[src/rtl/uart_echo_buffer.sv]
`default_nettype none
// ============================================================================
// Module   : uart_echo_buffer
// Brief    : First-word-fall-through byte FIFO between the UART receiver and
//            transmitter. Swaps the case of ASCII letters as bytes are
//            written, then replays them to the transmitter in order.
// Options  : UART_ECHO_LINE_MODE_EN - hold output until a CR (0x0D) is
//            buffered or the FIFO is full.
// Revision : 1.0 - initial release
// ============================================================================
module uart_echo_buffer #(
    parameter int DEPTH = 16,
    parameter int WIDTH = 8
) (
    input  logic                     clk,
    input  logic                     reset,
    input  logic [WIDTH-1:0]         rx_data,
    input  logic                     rx_valid,
    output logic                     rx_ready,
    output logic [WIDTH-1:0]         tx_data,
    output logic                     tx_valid,
    input  logic                     tx_ready,
    output logic [$clog2(DEPTH):0]   count,
    output logic                     overflow
);

    localparam int              c_AW      = $clog2(DEPTH);
    localparam int              c_CW      = c_AW + 1;
    localparam logic [c_CW-1:0] c_FULL    = c_CW'(DEPTH);
    localparam logic [c_CW-1:0] c_CNT_ONE = c_CW'(1);
    localparam logic [c_AW-1:0] c_PTR_ONE = c_AW'(1);

    logic [WIDTH-1:0] r_mem [DEPTH];
    logic [c_AW-1:0]  r_wr_ptr;
    logic [c_AW-1:0]  r_rd_ptr;
    logic [c_CW-1:0]  r_count;
    logic             r_overflow;

    logic             w_full;
    logic             w_empty;
    logic             w_push;
    logic             w_pop;
    logic [WIDTH-1:0] w_wdata;

    // Occupancy alone decides full/empty, so pointer equality is never ambiguous.
    assign w_full   = (r_count == c_FULL);
    assign w_empty  = (r_count == '0);
    assign rx_ready = !w_full;
    assign tx_data  = r_mem[r_rd_ptr];
    assign count    = r_count;
    assign overflow = r_overflow;
    assign w_push   = rx_valid && rx_ready;
    assign w_pop    = tx_valid && tx_ready;

    // Case swap only makes sense for byte-wide data; other widths pass through.
    generate
        if (WIDTH == 8) begin : g_case_swap
            assign w_wdata = (rx_data >= 8'h41 && rx_data <= 8'h5A) ? rx_data + 8'h20 :
                             (rx_data >= 8'h61 && rx_data <= 8'h7A) ? rx_data - 8'h20 :
                             rx_data;
        end else begin : g_pass_through
            assign w_wdata = rx_data;
        end
    endgenerate

`ifdef UART_ECHO_LINE_MODE_EN
    localparam logic [WIDTH-1:0] c_CR = WIDTH'(8'h0D);

    logic [c_CW-1:0] r_cr_count;
    logic            w_push_cr;
    logic            w_pop_cr;

    assign w_push_cr = w_push && (w_wdata == c_CR);
    assign w_pop_cr  = w_pop && (tx_data == c_CR);

    // A line is released once a CR is buffered; a full buffer releases regardless.
    assign tx_valid = !w_empty && ((r_cr_count != '0) || w_full);

    // Number of CR bytes currently held in the buffer.
    always_ff @(posedge clk) begin
        if (reset) begin
            r_cr_count <= '0;
        end else begin
            case ({w_push_cr, w_pop_cr})
                2'b10:   r_cr_count <= r_cr_count + c_CNT_ONE;
                2'b01:   r_cr_count <= r_cr_count - c_CNT_ONE;
                default: r_cr_count <= r_cr_count;
            endcase
        end
    end
`else
    assign tx_valid = !w_empty;
`endif

    // Storage is not reset; stale contents are never visible while empty.
    always_ff @(posedge clk) begin
        if (w_push) begin
            r_mem[r_wr_ptr] <= w_wdata;
        end
    end

    // Pointers, occupancy and the sticky overflow flag.
    always_ff @(posedge clk) begin
        if (reset) begin
            r_wr_ptr   <= '0;
            r_rd_ptr   <= '0;
            r_count    <= '0;
            r_overflow <= 1'b0;
        end else begin
            if (w_push) begin
                r_wr_ptr <= r_wr_ptr + c_PTR_ONE;
            end
            if (w_pop) begin
                r_rd_ptr <= r_rd_ptr + c_PTR_ONE;
            end
            case ({w_push, w_pop})
                2'b10:   r_count <= r_count + c_CNT_ONE;
                2'b01:   r_count <= r_count - c_CNT_ONE;
                default: r_count <= r_count;
            endcase
            if (rx_valid && w_full) begin
                r_overflow <= 1'b1;
            end
        end
    end

endmodule
`default_nettype wire

[config.mk]
export PLATFORM = sky130hd
export DESIGN_NAME = uart_echo_buffer
export DESIGN_NICKNAME = d
export VERILOG_FILES = /design/src/rtl/uart_echo_buffer.sv
export SDC_FILE = /design/constraint.sdc
export NUM_CORES = 1
export LEC_CHECK = 0
export CORE_AREA = 2 2 108 110
export CTS_CLUSTER_DIAMETER = 150
export DETAILED_ROUTE_END_ITERATION = 6
export DIE_AREA = 0 0 110 112
export MAX_ROUTING_LAYER = met4
export PLACE_DENSITY = 0.72
export SYNTH_ARGS = -nofsm -noshare
export SYNTH_HDL_FRONTEND = slang
export SYNTH_SLANG_ARGS = --single-unit
export TNS_END_PERCENT = 100
[constraint.sdc]
create_clock -name clk -period 2.6 [get_ports clk]
set_input_delay 0.52 -clock clk [delete_from_list [all_inputs] [get_ports clk]]
set_output_delay 0.52 -clock clk [all_outputs]
set_load 0.005 [all_outputs]
==> qor.csv <==
metric,value,unit
largest area contributor in the synthesized netlist,edfxtp_1,
DR iter-0 viols,283,
post-route ant nets,0,
initial antenna violation count,1,
status,"complete, but fails checks",
io pins,28,
"FF+latch count, synth",146,
top post-synthesis cells by area,"edfxtp_1, mux4_2, dfxtp_1, nor2_1, ha_1",
Post-Syn Nets,346,
maximum vdd ir drop,0.691,mV
CP top delay family,multiplexers,
clk slew on worst S/H paths,50,ps
clock buffer depth,2,
RSZ-0062 raised after global routing,yes,
worst hold slack,466,ps
Final min period,2700,ps
Mapped Avg Cell Area,18.3,um2
CTS H-tree depth,4,
first-pass GRT wire length,19200,um
GPL Wtd Cong,0.871,
Post-synth EDFFs,128,
residual DRC count,0,
CP max stage delay,530,ps
Critical Path Fanout Max,5,
worst path bufs/invs,3,
worst path cell trace,buf_6 -> buf_12 -> mux4_2 -> mux4_2 -> buf_6,
Synth Area in Adders,2.11,%
relative max-transition margin,43.5,%
fraction of layout cells with a size suffix above 1,32.8,%
core area,0.0112,mm2
Post-Synth XOR/XNOR Area,1.33,%
CP startpoint kind,register,
overall global routing resource usage,23.1,%
area fraction of the dominant cell type after synthesis,64.7,%
final total power,6.96,mW
GR Overflow Total,0,
Skew-Pair Late Insertion Delay,410,ps
met3 wire length,669,um
Synth Area in Compound Gates,2.19,%
final setup fails,8,
Slew @ Worst Pin,844,ps
TritonRoute pass-1 iters,4,
ys async rst share,0,%
initial core utilization,53.2,%
CTS Hold Buffers Added,0,
"Arr. time, crit path",2180,ps
fmax,0.371,GHz
TritonCTS clock tree,done,
Placed Instances,520,
wire per inst,22.5,um
Post-Route WL,12600,um
PortBufs,27,
pwr/cell area,933,mW/mm2
via density per instance,5.80,
fin nets,424,
Post-Place Setup Slack,-262,ps
CP endpoint kind,primary output,
max-slew violations,0,
Hold WC Path Type,register to register,
die width,110,um
CTS Buf Count,17,
MaxCap Viol Count,0,
final hold violations,0,
Setup Skew,8.20,ps
Post-Layout Cell Count,559,
Worst EP required,2080,ps
cell area after synthesis,0.00594,mm2
Gate Count Post-Synth,324,
Row Count,39,
Synth Flop Type,edfxtp_1,
fin util,66.8,%
via count,3240,
number of synthesis warnings,0,
Die ar.,0.0123,mm2
Die Height,112,um
"Seq/Total Area, Yosys",70.8,%
Final WS setup,-97.1,ps
area grow syn2layout,25.6,%
Simple-Gate Fraction of Synth Area,6.15,%
clk sinks,146,
HPWL after detailed placement,7850,um
root buffer cell,clkbuf_16,
Pleak,2.53,nW
failing checks,setup timing,
count of cell types in the netlist,40,
DRT met1 WL,5020,um
wire length on met2,6750,um
Final Cycle Share,104,%
slowest CP cell,mux4_2,
Crit Path Class,register to primary output,
proportion of synthesized area in mux cells,15.7,%
main combinational cell family by area after synthesis,multiplexers,
largest net degree at the start of global routing,33,
vias in the first global route,3357,
top routing layer in use,met4,
-- through the flow --
stage | area [um2] | setup TNS (ps)
2_1_floorplan | 5960 | 0
4_1_cts | 7430 | -1370
3_5_place_dp | 6680 | -6780
3_3_place_gp | 6680 | -6520
6_report | 7460 | -698
5_1_grt | 7460 | -1210
-- registers in the layout, summed over array words and instances, names as in the netlist, named ones only --
name,count
r_wr_ptr,4
r_rd_ptr,4
overflow,1
count,5
r_mem,128
-- cells by family (layout without fill, tap and decap cells) --
family	count (synthesis)	in the layout
other	0	1
AND/OR/NAND/NOR	75	75
flip-flops	146	146
XOR/XNOR	9	9
buffers and inverters	23	114
multiplexers	43	43
adder cells (fa/ha/maj)	10	10
AO/OA/AOI/OAI	18	18
-- tightest hold or removal path, cell delays in order, from the launching register on --
cell	delay [ps]
dfxtp_1	320
a31oi_1	40
nor2_1	70
-- synthesized netlist by cell type, drive strengths merged, types with 2 or more instances --
| cell | number |
|---|---|
| edfxtp | 128 |
| mux4 | 40 |
| nor2 | 37 |
| dfxtp | 18 |
| nand2 | 11 |
| buf | 10 |
| ha | 10 |
| nor3 | 10 |
| inv | 7 |
| clkbuf | 6 |
| xor2 | 6 |
| a21oi | 4 |
| nand2b | 4 |
| nor3b | 3 |
| xnor2 | 3 |
| a211oi | 2 |
| a21boi | 2 |
| a31oi | 2 |
| mux2i | 2 |
| nand4 | 2 |
| nor4 | 2 |
| o211ai | 2 |
-- layout by cell type, fill, tap and decap left out, drive strengths merged, types with 2 or more instances in the layout --
cell           instances
a21boi                 2
nor3                  10
clkinv                 7
a21oi                  4
a211oi                 2
clkdlybuf4s50         19
nand4                  2
buf                   56
inv                    7
o211ai                 2
nor3b                  3
bufinv                 5
ha                    10
xnor2                  3
mux2i                  2
nor4                   2
a31oi                  2
xor2                   6
nor2                  37
clkbuf                20
nand2b                 4
dfxtp                 18
mux4                  40
edfxtp               128
nand2                 11
-- final timing paths --
kind            start          to  slack [ps]  cells after the start
max          register  tx_data[2]        -100                      5
max reg2reg  count[0]    count[4]          80                      9
min reg2reg  overflow    overflow         470                      2
min          overflow    overflow         470                      2
-- where the power goes --
group          total (mW)  internal, mW  switching [mW]
clock                2.59          1.72           0.872
combinational        1.60         0.913           0.687
sequential           2.78          2.68          0.0983
total                6.96          5.31            1.66
-- per-layer routing --
layer	GRT usage, %	vias up
li1	-	1453
met1	29.5	1670
met2	36.0	109
met3	6.44	8
met4	7.68	0
met5	-	-
-- cell type report --
type	count	area (um2)
inverters	7	26.3
clock inverters	12	188
multi-input cells	155	1680
fillers	723	3710
well taps	143	179
clock buffers	20	447
flip-flops and latches	146	4210
diodes	1	2.50
repair buffers	75	731
-- what timing repair did --
action,in CTS,in global routing
setup endpoints to repair,8,9
buffers inserted,6,1
pin swaps,0,1
cloned,3,0
resized for setup,44,12
Note: power is estimated with default switching activity, not from simulation.
